### config.mk
export PLATFORM = sky130hd
export DESIGN_NAME = cmp_minmax_seq
export DESIGN_NICKNAME = d
export VERILOG_FILES = /design/src/rtl/cmp_minmax_seq.sv
export SDC_FILE = /design/constraint.sdc
export NUM_CORES = 1
export LEC_CHECK = 0
export CAP_MARGIN = 30
export CORE_ASPECT_RATIO = 0.75
export CORE_UTILIZATION = 53
export CTS_CLUSTER_DIAMETER = 200
export DETAILED_ROUTE_END_ITERATION = 8
export PLACE_DENSITY = 0.82
export RECOVER_POWER = 25
export SETUP_SLACK_MARGIN = 0.4
export SYNTH_ARGS = -nofsm -noshare
export SYNTH_HDL_FRONTEND = slang
export SYNTH_SLANG_ARGS = --single-unit
### constraint.sdc
create_clock -name clk -period 5 [get_ports clk]
set_input_delay 1.5 -clock clk [delete_from_list [all_inputs] [get_ports clk]]
set_output_delay 1.5 -clock clk [all_outputs]
set_load 0.005 [all_outputs]
### src/rtl/cmp_minmax_seq.sv
// Burst min/max tracker: one comparator scans COUNT samples for extremes.
// Optional CMP_TIE_LAST_EN: equal samples move the index to the latest beat.
module cmp_minmax_seq #(
  parameter int WIDTH = 4,
  parameter int COUNT = 4,
  localparam int IDXW = (COUNT > 1) ? $clog2(COUNT) : 1
) (
  input  logic             clk,
  input  logic             rst,
  input  logic             start,
  input  logic             in_valid,
  input  logic [WIDTH-1:0] in_data,
  output logic             in_ready,
  output logic             busy,
  output logic             done,
  output logic [WIDTH-1:0] max_val,
  output logic [WIDTH-1:0] min_val,
  output logic [IDXW-1:0]  max_idx,
  output logic [IDXW-1:0]  min_idx
);

  typedef enum logic [1:0] {
    IDLE, FIRST, RUN, DONE
  } state_t;

  localparam int LAST = COUNT - 1;

  state_t           state_q, state_d;
  logic             in_ready_q, in_ready_d;
  logic             busy_q, busy_d;
  logic             done_q, done_d;
  logic [WIDTH-1:0] max_q, max_d;
  logic [WIDTH-1:0] min_q, min_d;
  logic [IDXW-1:0]  maxi_q, maxi_d;
  logic [IDXW-1:0]  mini_q, mini_d;
  logic [IDXW:0]    cnt_q, cnt_d;

  logic acc;
  logic gt_max, eq_max, lt_min, eq_min;
  logic upd_max, upd_min;

  // Shared compare unit: sample vs current max and current min.
  always_comb begin
    gt_max = in_data > max_q;
    eq_max = in_data == max_q;
    lt_min = in_data < min_q;
    eq_min = in_data == min_q;
`ifdef CMP_TIE_LAST_EN
    upd_max = gt_max || eq_max;
    upd_min = lt_min || eq_min;
`else
    upd_max = gt_max;
    upd_min = lt_min;
`endif
  end

  assign acc = in_valid && in_ready_q;

  always_comb begin
    state_d = state_q;
    max_d   = max_q;
    min_d   = min_q;
    maxi_d  = maxi_q;
    mini_d  = mini_q;
    cnt_d   = cnt_q;
    unique case (state_q)
      IDLE: begin
        if (start) state_d = FIRST;
      end
      FIRST: begin
        if (acc) begin
          max_d   = in_data;
          min_d   = in_data;
          maxi_d  = '0;
          mini_d  = '0;
          cnt_d   = {{IDXW{1'b0}}, 1'b1};
          state_d = (COUNT == 1) ? DONE : RUN;
        end
      end
      RUN: begin
        if (acc) begin
          if (upd_max) begin
            max_d  = in_data;
            maxi_d = cnt_q[IDXW-1:0];
          end
          if (upd_min) begin
            min_d  = in_data;
            mini_d = cnt_q[IDXW-1:0];
          end
          cnt_d = cnt_q + 1'b1;
          if (cnt_q == LAST[IDXW:0]) state_d = DONE;
        end
      end
      DONE: begin
        state_d = IDLE;
      end
      default: state_d = IDLE;
    endcase
    in_ready_d = (state_d == FIRST) || (state_d == RUN);
    busy_d     = state_d != IDLE;
    done_d     = state_d == DONE;
  end

  always_ff @(posedge clk) begin
    if (rst) begin
      state_q    <= IDLE;
      in_ready_q <= 1'b0;
      busy_q     <= 1'b0;
      done_q     <= 1'b0;
      max_q      <= '0;
      min_q      <= '0;
      maxi_q     <= '0;
      mini_q     <= '0;
      cnt_q      <= '0;
    end else begin
      state_q    <= state_d;
      in_ready_q <= in_ready_d;
      busy_q     <= busy_d;
      done_q     <= done_d;
      max_q      <= max_d;
      min_q      <= min_d;
      maxi_q     <= maxi_d;
      mini_q     <= mini_d;
      cnt_q      <= cnt_d;
    end
  end

  assign in_ready = in_ready_q;
  assign busy     = busy_q;
  assign done     = done_q;
  assign max_val  = max_q;
  assign min_val  = min_q;
  assign max_idx  = maxi_q;
  assign min_idx  = mini_q;

endmodule

Word level (Yosys, flattened, before mapping)
Index checks and enable logic that the tools add are counted.

word-level totals
  register bits after elaboration = 20
  output and inout bits = 15
  word-level logic and storage cells = 53

cells by class
  add/sub/neg operators = 1
  order comparisons = 2
  equality and inequality tests = 11
  muxes and demuxes = 22
  reductions and logical operators = 8

operator list
  operator               count
  $mux W4                5
  $mux W2                9
  $pmux W4 S2            2
  $eq A2 B2 Y1 const B   4
  $ne A2 B2 Y1 const B   4
  $pmux W2 S2            2
  $pmux W2 S4            1
  $reduce_and A4 Y1      2
  $mux W3                2
  $pmux W3 S2            1
  $eq A2 B1 Y1 const B   2
  $gt A4 B4 Y1           1
  $lt A4 B4 Y1           1
  $reduce_bool A2 Y1     2
  $add A3 B1 Y3 const B  1
  $eq A3 B2 Y1 const B   1
  $reduce_and A3 Y1      1
  $logic_not A2 Y1       1
  $logic_and A1 B1 Y1    1
  $logic_or A1 B1 Y1     1

Depth between registers and ports, before layout
  depth in word-level cells = 6
  mapped depth = 7

Worst setup path after synthesis
Ideal clock, no wire load.

  path kind = input to register
  start = input port in_data[1]
  end = register maxi_q[1] (netlist: max_idx[1])
  arrival = 2.682 ns
  path slack = 2.247 ns
  stages on the path = 6
  cells stage by stage = ha_1 -> nor2b_1 -> o211a_1 -> o21a_1 -> o21ai_4 -> mux2i_1

between the ends
  word-level cells in the longest chain between the ends = 3

ends and longest elaborated chain
  element                             line  RTL
  from (decl)                         12    input logic [WIDTH-1:0] in_data,
  $gt A4 B4 Y1                        44    gt_max = in_data > max_q;
  $ne A2 B2 Y1 (no source line)       --
  $reduce_and A4 Y1 (no source line)  --
  to (signal assigned)                122   maxi_q <= maxi_d;
  to (decl)                           34    logic [IDXW-1:0] maxi_q, maxi_d;

Every way passes these cells.
A chain may end at the register's enable or synchronous reset.

Worst setup path after layout
  start = input port in_valid
  end = register in_ready_q (netlist: in_ready)

between the ends
  word-level cells in the longest chain between the ends = 5
  elaborated cells on any way between the ends = 7
  those cells by class = 2 x eq/ne; 3 x mux; 2 x reduce/logical

ends and longest elaborated chain
  element                                              line    RTL
  from (decl)                                          11      input logic in_valid,
  $logic_and A1 B1 Y1 (*)                              57      assign acc = in_valid && in_ready_q;
  $mux W2 (on tied branches)                           81, 71
  $pmux W2 S4 (*)                                      66      unique case (state_q)
  $eq A2 B1 Y1 / $eq A2 B2 Y1 (equally long branches)  99      in_ready_d = (state_d == FIRST) || (state_d == RUN);
  $logic_or A1 B1 Y1 (*)                               99
  named net in_ready_d                                 29      logic in_ready_q, in_ready_d;
  to (signal assigned)                                 117     in_ready_q <= in_ready_d;
  to (decl)                                            29

Mark *: on every way through the listed nets, which the timed path passes. The rest lies on a longest branch.

==> results.md <==
* Outcome: finished clean
* Vias in the first global route at 849
* DIE AREA at 2300 um^2
* Row Count at 13
* Worst r2r src: in_ready$_SDFF_PP0_
* Io pins at 23
* Via count at 903
* HPWL Detailed at 1790 um
* Routed length per instance at 14.4 um
* Worst skew pair latency at 0.30 ns
* Via density per instance at 5.51
* Area Growth Syn to Fin at 23.9%
* Htree depth at 1
* Initial antenna violation count at 0
* Worst min-delay path category: flop to flop
* CTS tree: built
* GPL Wtd Cong at 0.766
* Relative slew slack at 0.514
* Chip Width at 55.0 um
* Setup Viol. Count Final at 0
* Clock sinks at 20
* Routed WL at 2360 um
* Setup TNS at 0 ns
* Net count, final at 162
* First-pass GRT wire length at 3820 um
* VDD IR max at 0.192 mV
* Post-CTS setup buffer count at 0
* Avg Cell Area, Syn at 9.30 um^2
* Share of cells above drive strength 1 at 0.0775
* CP max stage delay at 0.55 ns
* Worst-Margin Slew at 0.727 ns
* Critical path, cell by cell: dlygate4sd3_1 -> and2_0 -> a211oi_1 -> a31oi_1 -> ha_1 -> nor2b_1
* Critical Path Source Type: primary input
* Critical path required time at 5.18 ns
* Post-Syn Instances at 120
* # fillers at 136
* Largest net degree at the start of global routing at 26
* YS warnings at 0
* Post-synthesis sequential area ratio at 0.359
* Syn Nets at 139
* RSZ-0062 raised after global routing: false
* Worst hold start: min_idx[1]$_SDFFE_PP0P_
* Final hold violations at 0
* Post-CTS resize count at 0
* Die Span Y at 41.7 um
* Slew Limit Fails at 0
* Pwr dens at 226 nW/um^2
* Drt drc at 0
* CTS Root Cell: clkbuf_4
* Drt pass-1 iters at 4
* Syn Std Cell Area at 1120 um^2
* Core box area at 1850 um^2
* Clock slew at reported path FFs at 0.11 ns
* Initial DRC Count at 21
* Cts bufs inserted at 3
* CTS Buffer Depth at 2
* Port Buf Inserts at 22
* Hold Path Cell Cnt at 2
* CTS Hold Buffers Added at 0
* Fin crit period at 3.21 ns
* Gr ovfl total at 0
* Worst clock skew at 0.00417 ns
* Number of max-cap violations at 0
* FMAX at 0.312 GHz
* Cell leakage power at 0.574 nW
* Crit end category: flop
* Post-route insts no fill at 164
* Crit path kind: primary input to flop
* Routed Antenna Nets at 0
* Slowest-stage cell, CP: dlygate4sd3_1
* Crit share post-route at 0.642
* Worst reg2reg setup slack at 3.18 ns
* FF+latch count, synth at 20
* Placed cell count at 160
* CP Max Fanout at 8
* Critical Path AT at 3.39 ns
* Reg-to-Reg End: in_ready$_SDFF_PP0_
* Initial core utilization at 0.602
* Worst R2R Path Depth at 5
* Synth unique cells at 35
* Global-route usage over all layers at 0.236
* Antenna cell count at 0
* Worst Hold End: min_idx[1]$_SDFFE_PP0P_
==> cell type report <==
| type | instances | area [um^2] | area share |
|---|---|---|---|
| Timing Repair Buffer | 22 | 220 | 0.159 |
| Multi-Input combinational cell | 84 | 653 | 0.472 |
| Sequential cell | 20 | 400 | 0.290 |
| Clock buffer | 4 | 36.3 | 0.0262 |
| Tap cell | 22 | 27.5 | 0.0199 |
| Inverter | 12 | 45.0 | 0.0326 |
==> worst max-delay path by stage <==
stage,from,endpoint
CTS,in_data[1],max_val[1]$_SDFFE_PP0P_
floorplan,in_data[1],max_idx[1]$_SDFFE_PP0P_
finish,in_valid,in_ready$_SDFF_PP0_
global placement,in_valid,in_ready$_SDFF_PP0_
global route,in_valid,done$_SDFF_PP0_
detailed placement,in_data[1],max_val[1]$_SDFFE_PP0P_
==> cell usage in the layout (no fill, tap or decap), drive strengths merged <==
cell	count
dfxtp	20
nand2b	16
clkdlybuf4s50	16
inv	12
ha	11
mux2i	10
nor2	7
dlygate4sd3	6
a21oi	5
nand2	4
clkbuf	4
o21ai	4
nor2b	3
nand3	3
a31oi	2
o211a	2
a22oi	2
and2b	2
o21a	2
and2	1
a211oi	1
a41oi	1
a21boi	1
nand3b	1
o31ai	1
mux2	1
a221oi	1
or3	1
o211ai	1
a22o	1
==> Yosys cell counts <==
master    instances  area share
o211a_1           2       0.018
a41oi_2           1       0.015
nand2b_1         16       0.090
o21a_1            1      0.0067
ha_1             11        0.12
mux2i_1          10       0.090
o211ai_1          1      0.0067
a21oi_2           1      0.0078
a21boi_0          1      0.0067
o21ai_0           1      0.0045
nor2_1            7       0.024
dfxtp_1          20        0.36
buf_2             2      0.0090
nand3_2           1      0.0090
a31oi_1           2       0.011
and2b_1           1      0.0067
or3_1             1      0.0056
and2_1            1      0.0056
nand3_1           2      0.0090
mux2_2            1       0.010
a22oi_1           2       0.013
and2b_2           1      0.0078
nand3b_1          1      0.0067
o21ai_4           1       0.015
o21ai_1           2      0.0090
a21oi_1           4       0.018
o31ai_1           1      0.0067
o21a_2            1      0.0078
nor2b_1           3       0.017
clkbuf_1          2      0.0067
nand2_1           4       0.013
inv_1            12       0.040
a22o_1            1      0.0078
a221oi_1          1      0.0078
a211oi_1          1      0.0067
==> power breakdown <==
part | internal [mW] | leakage, nW | switching (mW) | total, mW
Sequential | 0.164 | 0.162 | 0.00527 | 0.170
Combinational | 0.0252 | 0.391 | 0.0248 | 0.0500
Clock | 0.0444 | 0.0210 | 0.0486 | 0.0930
Total | 0.234 | 0.574 | 0.0787 | 0.313
==> metrics by stage <==
step	util	hold slack (ns)	power, mW	cell area (um^2)	setup slack [ns]
final	0.746	0.496	0.313	1380	1.79
after global routing	0.746	0.537	0.333	1380	1.72
after CTS	0.746	0.499	0.318	1380	1.99
after detailed placement	0.726	0.482	0.224	1350	1.68
after global placement	0.726	0.463	0.222	1350	1.73
after floorplan	-	0.469	0.203	1120	2.25
==> cells by family after synthesis <==
logic type,share of synthesized area
compound gates,0.168
fa+ha+maj,0.123
buf+inv,0.0561
flops,0.359
mux,0.0998
simple gates,0.194
==> layer usage <==
metal,global-route usage,wire (um)
met1,0.304,1110
met2,0.354,1090
met3,0.0696,97
met4,0.105,65
met5,0,0
==> registers in the layout, indices dropped and copies added (netlist names) <==
name      cells
max_idx       2
in_ready      1
busy          1
min_val       4
max_val       4
cnt_q         3
done          1
min_idx       2
state_q       2
==> worst max-delay path, delay by kind of cell <==
family                     cells  cell delay [ns]
AOI/OAI and AO/OA              2             0.45
adders and majority gates      1             0.29
buffers and inverters          1             0.55
and+or+nand+nor                2             0.60
(Power assumes the default switching activity.)
